--- src/rtl/rlight_tlul_periph.sv ---
`default_nettype none
// ============================================================================
// Module   : tlul_pkg / rlight_tlul_periph
// Purpose  : TL-UL device that drives 8 LEDs with a rotating pattern.
//            REGA (0x0) holds the 8-bit pattern. REGB (0x4) holds enable
//            (bit0), direction (bit1, 1=right) and the step prescaler
//            reload value P (bits 31:8). While enabled, the pattern rotates
//            once every P+1 cycles.
// Ports    : clk_i  - system clock, rising edge
//            rst_i  - synchronous active-high reset
//            tl_i   - TL-UL A channel request plus d_ready
//            tl_o   - TL-UL D channel response plus a_ready
//            led_o  - LED drive, equal to the current pattern
// Revision : 1.0 - initial release
// ============================================================================

package tlul_pkg;

  // A-channel opcodes
  localparam logic [2:0] PUT_FULL_DATA    = 3'h0;
  localparam logic [2:0] PUT_PARTIAL_DATA = 3'h1;
  localparam logic [2:0] GET              = 3'h4;

  // D-channel opcodes
  localparam logic [2:0] ACCESS_ACK       = 3'h0;
  localparam logic [2:0] ACCESS_ACK_DATA  = 3'h1;

  localparam logic [15:0] D_USER_DEFAULT  = 16'h0000;

  typedef struct packed {
    logic        a_valid;
    logic [2:0]  a_opcode;
    logic [2:0]  a_param;
    logic [1:0]  a_size;
    logic [7:0]  a_source;
    logic [31:0] a_address;
    logic [3:0]  a_mask;
    logic [31:0] a_data;
    logic [15:0] a_user;
    logic        d_ready;
  } tl_h2d_t;

  typedef struct packed {
    logic        d_valid;
    logic [2:0]  d_opcode;
    logic [2:0]  d_param;
    logic [1:0]  d_size;
    logic [7:0]  d_source;
    logic        d_sink;
    logic [31:0] d_data;
    logic [15:0] d_user;
    logic        d_error;
    logic        a_ready;
  } tl_d2h_t;

endpackage

module rlight_tlul_periph #(
  parameter int PRESC_W = 24
) (
  input  logic              clk_i,
  input  logic              rst_i,
  input  tlul_pkg::tl_h2d_t tl_i,
  output tlul_pkg::tl_d2h_t tl_o,
  output logic [7:0]        led_o
);

  import tlul_pkg::*;

  localparam logic [11:0] ADDR_REGA = 12'h000;
  localparam logic [11:0] ADDR_REGB = 12'h004;

  // Register state
  logic [7:0]         pattern_q, pattern_d;
  logic [31:0]        regb_q, regb_d;
  logic [PRESC_W-1:0] cnt_q, cnt_d;

  // Registered response
  logic               rsp_valid_q, rsp_valid_d;
  logic [2:0]         rsp_opcode_q, rsp_opcode_d;
  logic [1:0]         rsp_size_q, rsp_size_d;
  logic [7:0]         rsp_source_q, rsp_source_d;
  logic [31:0]        rsp_data_q, rsp_data_d;
  logic               rsp_error_q, rsp_error_d;

  // Request decode
  logic [11:0]        addr;
  logic               hit_a, hit_b;
  logic               is_get, is_put;
  logic               req_err;
  logic               a_ready;
  logic               accept;
  logic               wr_a, wr_b;
  logic [31:0]        rdata;
  logic [31:0]        regb_wr;

  // Stepping
  logic               enable;
  logic               dir_right;
  logic [PRESC_W-1:0] reload;
  logic               step;

  always_comb begin
    addr    = tl_i.a_address[11:0];
    hit_a   = (addr == ADDR_REGA);
    hit_b   = (addr == ADDR_REGB);
    is_get  = (tl_i.a_opcode == GET);
    is_put  = (tl_i.a_opcode == PUT_FULL_DATA) || (tl_i.a_opcode == PUT_PARTIAL_DATA);
    req_err = !(is_get || is_put) || !(hit_a || hit_b);

    // A new request may enter when the response slot is free or drains now.
    a_ready = !rsp_valid_q || tl_i.d_ready;
    accept  = tl_i.a_valid && a_ready;

    // Only byte 0 of REGA is backed by storage.
    wr_a    = accept && is_put && hit_a && tl_i.a_mask[0];
    wr_b    = accept && is_put && hit_b;

    rdata = 32'h0;
    if (hit_a) begin
      rdata = {24'h0, pattern_q};
    end else if (hit_b) begin
      rdata = regb_q;
    end

    regb_wr = regb_q;
    for (int b = 0; b < 4; b++) begin
      if (tl_i.a_mask[b]) begin
        regb_wr[8*b +: 8] = tl_i.a_data[8*b +: 8];
      end
    end
    regb_wr[7:2] = 6'h00;  // reserved bits are not stored
  end

  always_comb begin
    enable    = regb_q[0];
    dir_right = regb_q[1];
    reload    = regb_q[8 +: PRESC_W];
    step      = enable && (cnt_q == '0);

    regb_d    = regb_q;
    cnt_d     = cnt_q;
    pattern_d = pattern_q;

    if (wr_b) begin
      regb_d = regb_wr;
      cnt_d  = regb_wr[8 +: PRESC_W];
    end else if (!enable || step) begin
      cnt_d  = reload;
    end else begin
      cnt_d  = cnt_q - PRESC_W'(1);
    end

    // A host write to the pattern overrides a step landing on the same edge.
    if (wr_a) begin
      pattern_d = tl_i.a_data[7:0];
    end else if (step) begin
      pattern_d = dir_right ? {pattern_q[0], pattern_q[7:1]}
                            : {pattern_q[6:0], pattern_q[7]};
    end
  end

  always_comb begin
    rsp_valid_d  = rsp_valid_q;
    rsp_opcode_d = rsp_opcode_q;
    rsp_size_d   = rsp_size_q;
    rsp_source_d = rsp_source_q;
    rsp_data_d   = rsp_data_q;
    rsp_error_d  = rsp_error_q;

    if (accept) begin
      rsp_valid_d  = 1'b1;
      rsp_opcode_d = is_get ? ACCESS_ACK_DATA : ACCESS_ACK;
      rsp_size_d   = tl_i.a_size;
      rsp_source_d = tl_i.a_source;
      rsp_data_d   = (is_get && !req_err) ? rdata : 32'h0;
      rsp_error_d  = req_err;
    end else if (tl_i.d_ready) begin
      rsp_valid_d  = 1'b0;
    end
  end

  always_ff @(posedge clk_i) begin
    if (rst_i) begin
      pattern_q    <= 8'h01;
      regb_q       <= 32'h0;
      cnt_q        <= '0;
      rsp_valid_q  <= 1'b0;
      rsp_opcode_q <= ACCESS_ACK;
      rsp_size_q   <= 2'h0;
      rsp_source_q <= 8'h00;
      rsp_data_q   <= 32'h0;
      rsp_error_q  <= 1'b0;
    end else begin
      pattern_q    <= pattern_d;
      regb_q       <= regb_d;
      cnt_q        <= cnt_d;
      rsp_valid_q  <= rsp_valid_d;
      rsp_opcode_q <= rsp_opcode_d;
      rsp_size_q   <= rsp_size_d;
      rsp_source_q <= rsp_source_d;
      rsp_data_q   <= rsp_data_d;
      rsp_error_q  <= rsp_error_d;
    end
  end

  always_comb begin
    tl_o          = '0;
    tl_o.d_valid  = rsp_valid_q;
    tl_o.d_opcode = rsp_opcode_q;
    tl_o.d_param  = 3'h0;
    tl_o.d_size   = rsp_size_q;
    tl_o.d_source = rsp_source_q;
    tl_o.d_sink   = 1'b0;
    tl_o.d_data   = rsp_data_q;
    tl_o.d_user   = D_USER_DEFAULT;
    tl_o.d_error  = rsp_error_q;
    tl_o.a_ready  = a_ready;
  end

  assign led_o = pattern_q;

  // Request fields that carry no meaning for this device.
  logic unused_bits;
  assign unused_bits = ^{tl_i.a_param, tl_i.a_address[31:12], tl_i.a_user};

endmodule

`default_nettype wire

--- config.mk ---
export PLATFORM = sky130hd
export DESIGN_NAME = rlight_tlul_periph
export DESIGN_NICKNAME = d
export VERILOG_FILES = /design/src/rtl/rlight_tlul_periph.sv
export SDC_FILE = /design/constraint.sdc
export NUM_CORES = 1
export LEC_CHECK = 0
export BUFFER_PORTS_ARGS = -buffer_cell sky130_fd_sc_hd__buf_4
export CORE_MARGIN = 2
export CORE_UTILIZATION = 45
export DETAILED_ROUTE_END_ITERATION = 7
export HOLD_SLACK_MARGIN = 0.05
export PLACE_DENSITY_LB_ADDON = 0.12
export SLEW_MARGIN = 20
export SYNTH_ARGS = -nofsm -noshare
export SYNTH_HDL_FRONTEND = slang
export SYNTH_SLANG_ARGS = --single-unit
--- constraint.sdc ---
create_clock -name clk_i -period 3.3 [get_ports clk_i]
set_input_delay 0.99 -clock clk_i [delete_from_list [all_inputs] [get_ports clk_i]]
set_output_delay 0.99 -clock clk_i [all_outputs]
set_load 0.02 [all_outputs]
==> results of run 1 <==
==> worst max-delay path by stage <==
| stage | start | slack (ps) | to | cells after the start |
|---|---|---|---|---|
| after global routing | tl_i[99] | 480 | cnt_q[6] | 8 |
| final | cnt_q[16] | 630 | led_o[1] | 5 |
| after floorplan | tl_i[99] | 360 | cnt_q[8] | 6 |
| after global placement | tl_i[99] | 440 | cnt_q[6] | 8 |
| after CTS | cnt_q[16] | 640 | led_o[1] | 5 |
| after detailed placement | tl_i[99] | 410 | cnt_q[6] | 8 |
==> kinds of logic (layout without fill, tap and decap cells) <==
kind of cell	Yosys count	in the layout	share of synthesized area
compound gates	108	108	0.1687
buf+inv	80	169	0.08179
mux	50	50	0.09961
fa+ha+maj	2	2	0.004882
xor+xnor	17	17	0.02905
simple gates	215	215	0.2129
other cells	1	22	0.0007317
flops	103	103	0.4023
==> worst max-delay path, delay by kind of cell, from the launching register on <==
family           cells  cell delay [ps]
AND/OR/NAND/NOR      4             1920
flip-flops           1              330
AO/OA/AOI/OAI        1              310
==> routing by layer <==
metal	share of wire	wire length (um)
met1	0.46	5870
met2	0.48	6103
met3	0.052	672
met4	0.015	188
met5	0	0
==> power groups by stage <==
stage	clock, mW	combinational, mW	sequential (mW)
4_1_cts	1.08	0.210	1.26
3_5_place_dp	0	0.210	1.28
6_report	1.05	0.209	1.26
2_1_floorplan	0	0.122	1.29
3_3_place_gp	0	0.207	1.28
5_1_grt	1.11	0.226	1.26
==> flip-flops by register name, indices dropped and copies added, names as in the netlist, 2 cells and up <==
signal	count
rsp_data_q	32
regb_q	26
cnt_q	24
led_o	8
rsp_source_q	8
rsp_size_q	2
==> cells in the mapped netlist, drive strengths merged, types with 10 or more instances <==
cell type  count
mux2i         42
dfxtp        103
inv           12
nand4         25
buf           38
nor4          16
a21oi         15
nand2         35
nor3          20
clkbuf        30
o311ai        10
xor2          10
nor2          76
a22oi         32
a211oi        11
==> area by class of cell <==
type                       instances  share of cell area
inverter                          12            0.007082
sequential                       103              0.3242
clock inverter                     6            0.009640
tap                              140             0.02754
clock buffer                      10             0.03600
timing repair buffer             141              0.1664
multi-input combinational        414              0.4291
==> placed cells by master, fill, tap and decap left out, drive strengths merged, types with 3 or more instances in the layout <==
cell and count:
xnor2 7, clkbuf 10, or3 5, a22oi 32
xor2 10, o311ai 10, or4 5, o41ai 8
o21ai 7, mux2 8, a21oi 15, clkinv 4
and2 3, nand4 25, nor2 76, a31oi 4
a2111oi 3, nand2 35, inv 12, and3 8
dfxtp 103, nor4 16, buf 141, nand3 5
nand2b 3, conb 22, nor3 20, a211oi 11
o211ai 3, nor2b 8, mux2i 42, a221o 7
==> PnR_summary.wiki, run 1 <==
{| class="wikitable"
! Metric !! Value
|-
| Number of antenna violations at the first check in global routing || 0
|-
| Number of setup buffers added after CTS || 0
|-
| Fraction of post-synthesis cell area in the top cell type by area || 0.4023
|-
| Routability cong. || 0.8313
|-
| Final global-route overflow total || 0
|-
| Count of state elements after synthesis || 103
|-
| Combinational fraction of design power || 0.083
|-
| Die Width || around 110 um
|-
| Final std cell area, no fill || 6360 um2
|-
| Total Neg Setup Slack || 0 ps
|-
| Pre-antenna DRT Iters || 4
|-
| Most frequent CP cell || sky130_fd_sc_hd__or4_4
|-
| Number of nets in the layout || ~790
|-
| Clock network fraction of total power || 0.418
|-
| Die Ht || 110.7 um
|-
| Layout Area Growth over Synthesis || 24.10%
|-
| Max Fclk || 374.9 MHz
|-
| Post-route insts no fill || 826
|-
| RR Endpoint || led_o[1]
|-
| Met1 track utilization from global routing || 0.2634
|-
| Worst slew pin tran || roughly 860 ps
|-
| Sequential element share of the synthesized area || 0.4023
|-
| Max Cap Violations || 0
|-
| Cell types occupying the most area after synthesis || sky130_fd_sc_hd__dfxtp_1, sky130_fd_sc_hd__mux2i_1, sky130_fd_sc_hd__nor2_1, sky130_fd_sc_hd__a22oi_1, sky130_fd_sc_hd__buf_4
|-
| Utilization after layout || 0.5791
|-
| Fill cell count || a little over 1000
|-
| Total die area || 12260 um2
|-
| Critical setup path kind || reg2reg
|-
| Drt wl/cell || approximately 16 um
|-
| Internal reg-to-reg setup slack || 630 ps
|-
| Mapped cell area || 5125 um2
|-
| Synth cell types || 53
|-
| Switching power share of the total || 0.2355
|-
| Clock sink count || 103
|-
| Antenna Violating Nets Remaining || 0
|-
| R2R cell count || 5
|-
| Worst-case hold slack || 454.1 ps
|-
| Root Buffer Master || sky130_fd_sc_hd__clkbuf_16
|-
| Vias in the first global route || roughly 4400
|-
| Cells after DPL || 810
|-
| Pwr Density || 395.9 nW/um2
|-
| Fin. max-slew vios || 0
|-
| Count of input and output buffers || 118
|-
| Met2 capacity usage during global routing || 0.3423
|-
| Slowest library cell on the worst path || sky130_fd_sc_hd__or4_4
|-
| Number of DRC markers after the initial detailed-route iteration || approximately 220
|-
| Post-route DRC || 0
|-
| TritonCTS buffer count || 9
|-
| Most used flip-flop cell after synthesis || sky130_fd_sc_hd__dfxtp_1
|-
| Reg-to-reg critical path startpoint || cnt_q[16]
|-
| Clock input transition at the sequential cells of the worst setup and hold paths || 70 ps
|-
| Worst setup skew after layout || 7.510 ps
|-
| Number of antenna repair diodes || 0
|-
| Area of the multi-input gates || 2729 um2
|-
| Detail Placement HPWL || 8866 um
|-
| Initial core utilization || 0.4666
|-
| Hold/Removal Path Class || reg2reg
|-
| Cell-by-cell listing of the critical path || or4_4 -> or4_4 -> or3_1 -> and2_4 -> o41ai_2
|-
| Standard-cell rows || 38
|-
| DRT Wirelength || between 10000 and 15000 um
|-
| Final worst slack || 632.4 ps
|-
| Register cell area after layout || 2062 um2
|-
| Async set-or-reset flop fraction in the synthesized netlist || 0
|-
| Hold-fix buffer count after cts || 0
|-
| Final worst-path cycle share || 0.8084
|-
| Hold path start || rsp_size_q[0]
|-
| Switching power || approximately 590 uW
|-
| Avg Inst Size Synth || 8.897 um2
|-
| Number of top-level design ports || 180
|-
| Total of endpoints with negative setup slack in the final report || 0
|-
| Number of instances in the synthesized netlist || 576
|-
| Drt via density || 5.516
|-
| Maximum number of pins on one net before global-route repair || 38
|-
| First-pass GRT wire length || around 21000 um
|-
| Count of final hold-check violations || 0
|-
| Cell count of the worst hold path || 2
|-
| Static Leak || 2.632 nW
|-
| Worst Hold End || rsp_size_q[0]
|-
| Global-route usage over all layers || 0.2053
|-
| Number of flops mapped to enable cells by yosys || 0
|-
| Data required time of the critical path || 3550 ps
|-
| Clock insertion delay at the later pin of the skew report || approximately 350 ps
|-
| Worst vdd ir || 0.0003930 V
|-
| Shortest period the worst path allows || about 2700 ps
|-
| Quantity of gates resized following cts || 0
|-
| Core box area || between 10000 and 15000 um2
|-
| Arrival time of data at the critical path endpoint || 2920 ps
|-
| Flop pwr share || 0.499
|-
| Unrepaired setup endpoints after global routing || false
|-
| Type of element launching the critical path || flop
|-
| CTS Buffer Depth || 2
|-
| Run status || complete, no violations
|-
| Delay contributed by the slowest stage of the critical path || about 570 ps
|-
| Overall via count from detail_route || about 4600
|-
| Yosys warning count || 0
|-
| Global-route met3 utilization || 0.04593
|-
| Share of cells above drive strength 1 || 0.2697
|-
| Worst slack, placed || 407.8 ps
|-
| Clock tree from TritonCTS || done
|-
| Slew margin rel. || 0.4212
|-
| Top Usage Layer GRT || met2
|-
| Dominant cell type by area after synthesis || sky130_fd_sc_hd__dfxtp_1
|-
| Cell area reported after detailed placement || 6070 um2
|-
| Max Fanout on Critical Path || 9
|-
| H-tree levels || 3
|-
| Internal power component || approximately 1.9 mW
|-
| Kind of end point of the critical path || flop
|-
| Total power after layout || approximately 2.5 mW
|}
Power figures use the tool's default switching activity.
==> inputs of run 2 (changes only) <==
Clock period 3.3 ns to 2.5 ns, I/O delays scaled along.
==> run 2 against run 1 <==
  * Clock skew up 2.5 ps
  * Register-to-register slack worse by 570 ps
  * Non-clock buffer count up 20
  * Highest routed layer unchanged
  * Critical path depth unchanged
  * Critical endpoint is now led_o[2]
  * Utilization up 1.9 points
==> PnR_summary.wiki, run 2 (synthesis gave the netlist of run 1 again) <==
{| class="wikitable"
! Metric !! Value
|-
| Fill cell count || 1009 (-0.49%)
|-
| Delay contributed by the slowest stage of the critical path || 530 ps (-40 ps)
|-
| Clock tree from TritonCTS || done
|-
| Drt via density || 5.518 (about the same)
|-
| Reg-to-reg critical path startpoint || cnt_q[14]
|-
| Type of element launching the critical path || flop
|-
| Cell count of the worst hold path || 2 (unchanged)
|-
| First-pass GRT wire length || 21600 um (+1.9%)
|-
| R2R cell count || 5 (unchanged)
|-
| Max Cap Violations || 0 (unchanged)
|-
| Die Width || 110.7 um (unchanged)
|-
| Hold/Removal Path Class || reg2reg
|-
| Max Fanout on Critical Path || 9 (unchanged)
|-
| Number of top-level design ports || 180 (unchanged)
|-
| Final worst-path cycle share || 0.9732 (+0.1649)
|-
| Total of endpoints with negative setup slack in the final report || 0 (unchanged)
|-
| Clock network fraction of total power || 0.415 (-0.003)
|-
| Clock sink count || 103 (unchanged)
|-
| Kind of end point of the critical path || flop
|-
| Register name with the most flops || rsp_data_q
|-
| TritonCTS buffer count || 9 (unchanged)
|-
| Die Ht || 110.7 um (unchanged)
|-
| Total die area || 12260 um2 (unchanged)
|-
| Largest register FFs || 32 (unchanged)
|-
| Hold path start || rsp_size_q[1]
|-
| Area of the multi-input gates || 2764 um2 (+1.3%)
|-
| RR Endpoint || led_o[2]
|-
| Internal power component || 2.545 mW (+32%)
|-
| Layout Area Growth over Synthesis || 28.20%
|-
| Switching power share of the total || 0.2337 (-0.001769)
|-
| Clock input transition at the sequential cells of the worst setup and hold paths || 70 ps (about the same)
|-
| Vias in the first global route || 4486 (+1.9%)
|-
| Static Leak || 2.754 nW (+4.6%)
|-
| Flop pwr share || 0.499 (about the same)
|-
| Core box area || 10980 um2 (unchanged)
|-
| Initial core utilization || 0.4666 (unchanged)
|-
| Most common library cell in the layout ignoring fill and taps || sky130_fd_sc_hd__buf_4
|-
| Share of cells above drive strength 1 || 0.2932 (+0.02352)
|-
| Routability cong. || 0.8628 (+3.8%)
|-
| Critical setup path kind || reg2reg
|-
| Largest regs || rsp_data_q: 32 flops, regb_q: 26 flops, cnt_q: 24 flops
|-
| Pre-antenna DRT Iters || 4 (unchanged)
|-
| Utilization after layout || 0.5982 (+0.01914)
|-
| Combinational fraction of design power || 0.086 (+0.003)
|-
| Overall via count from detail_route || 4668 (+2.5%)
|-
| Cell area reported after detailed placement || 6271 um2 (+3.3%)
|-
| Drt wl/cell || 15.33 um (-1.3%)
|-
| Fin. max-slew vios || 0 (unchanged)
|-
| Count of input and output buffers || 118 (unchanged)
|-
| Slew margin rel. || 0.4545 (+0.03335)
|-
| Worst Hold End || rsp_size_q[1]
|-
| Worst vdd ir || 0.0004587 V (+17%)
|-
| Number of antenna repair diodes || 0 (unchanged)
|-
| Post-route DRC || 0 (unchanged)
|-
| Unrepaired setup endpoints after global routing || false
|-
| Register cell area after layout || 2062 um2 (unchanged)
|-
| Run status || complete, no violations
|-
| Arrival time of data at the critical path endpoint || 2680 ps (-240 ps)
|-
| Count of final hold-check violations || 0 (unchanged)
|-
| Final std cell area, no fill || 6570 um2 (+3.3%)
|-
| Maximum number of pins on one net before global-route repair || 38 (unchanged)
|-
| Final global-route overflow total || 0 (unchanged)
|-
| Antenna Violating Nets Remaining || 0 (unchanged)
|-
| Max Fclk || 411.0 MHz (+9.6%)
|-
| Detail Placement HPWL || 9366 um (+5.6%)
|-
| Highest-count cells in the layout ignoring fill and taps || sky130_fd_sc_hd__buf_4, sky130_fd_sc_hd__dfxtp_1, sky130_fd_sc_hd__nor2_1, sky130_fd_sc_hd__mux2i_1, sky130_fd_sc_hd__nand2_1
|-
| Most frequent CP cell || sky130_fd_sc_hd__or4_4
|-
| Worst slew pin tran || 812.0 ps (-48.34 ps)
|-
| Number of antenna violations at the first check in global routing || 0 (unchanged)
|-
| Standard-cell rows || 38 (unchanged)
|-
| Number of nets in the layout || 807 (+2.5%)
|-
| DRT Wirelength || 12970 um (+1.1%)
|-
| Hold-fix buffer count after cts || 0 (unchanged)
|-
| Switching power || 776.3 uW (+31%)
|-
| Worst setup skew after layout || 10.02 ps (+2.509 ps)
|-
| Cell-by-cell listing of the critical path || or4_4 -> or4_4 -> or3_1 -> and2_4 -> o41ai_2
|-
| Slowest library cell on the worst path || sky130_fd_sc_hd__or4_4
|-
| Clock insertion delay at the later pin of the skew report || 350 ps (about the same)
|-
| Global-route usage over all layers || 0.2102 (+0.004908)
|-
| Internal reg-to-reg setup slack || 70 ps (-570 ps)
|-
| Pwr Density || 505.6 nW/um2 (+28%)
|-
| Root Buffer Master || sky130_fd_sc_hd__clkbuf_16
|-
| H-tree levels || 3 (unchanged)
|-
| Shortest period the worst path allows || 2433 ps (-234.6 ps)
|-
| Data required time of the critical path || 2750 ps (-800 ps)
|-
| CTS Buffer Depth || 2 (unchanged)
|-
| Number of DRC markers after the initial detailed-route iteration || 206 (-6.8%)
|}
[run 2: per-layer routing]
layer  wire length, um  GRT usage  up-vias
li1                  -          -     2323
met1              5974     0.2755     2201
met2              6121     0.3460      123
met4               251    0.08167        0
met3               625    0.03609       21
met5                 0          0        -
[run 2: cell type report]
cell class,instances,share of cell area
clock buffer,10,0.03485
clock inverter,6,0.009332
inverter,12,0.006856
multi-input combinational,414,0.4207
sequential,103,0.3138
tap,140,0.02666
timing repair buffer,161,0.1878
[run 2: worst max path at each step]
stage                   start         to
floorplan            tl_i[52]  cnt_q[23]
global placement     tl_i[99]  cnt_q[22]
detailed placement   tl_i[99]   cnt_q[6]
CTS                 cnt_q[14]   cnt_q[6]
global route        cnt_q[14]   led_o[5]
finish              cnt_q[14]   led_o[2]
[run 2: per-stage QoR]
step	total power, mW	worst slack [ps]	hold WS, ps	TNS [ps]	cells
floorplan	1.870	-99.79	471.2	-158.0	597
global placement	1.976	-152.3	444.0	-1528	830
detailed placement	1.980	-208.7	451.5	-2236	830
CTS	3.363	78.16	461.4	0	846
global route	3.436	14.16	475.3	0	846
finish	3.322	66.98	458.4	0	846
[run 2: timing repair]
item | in CTS | in global routing
endpoints found under the setup margin | 0 | 2
buffers inserted | 0 | 0
gates resized for setup | 0 | 2
[run 2: power by group through the flow]
stage	sequential [mW]	clock (mW)	combinational, mW
after global placement	1.70	0	0.281
after global routing	1.66	1.47	0.306
after CTS	1.66	1.42	0.285
after detailed placement	1.70	0	0.284
after floorplan	1.71	0	0.162
final	1.66	1.38	0.284
[run 2: worst max-delay path: cells and delay by family (launching register included)]
family | cells | cell delay (ps)
AOI/OAI and AO/OA | 1 | 300
and+or+nand+nor | 4 | 1650
DFF | 1 | 370
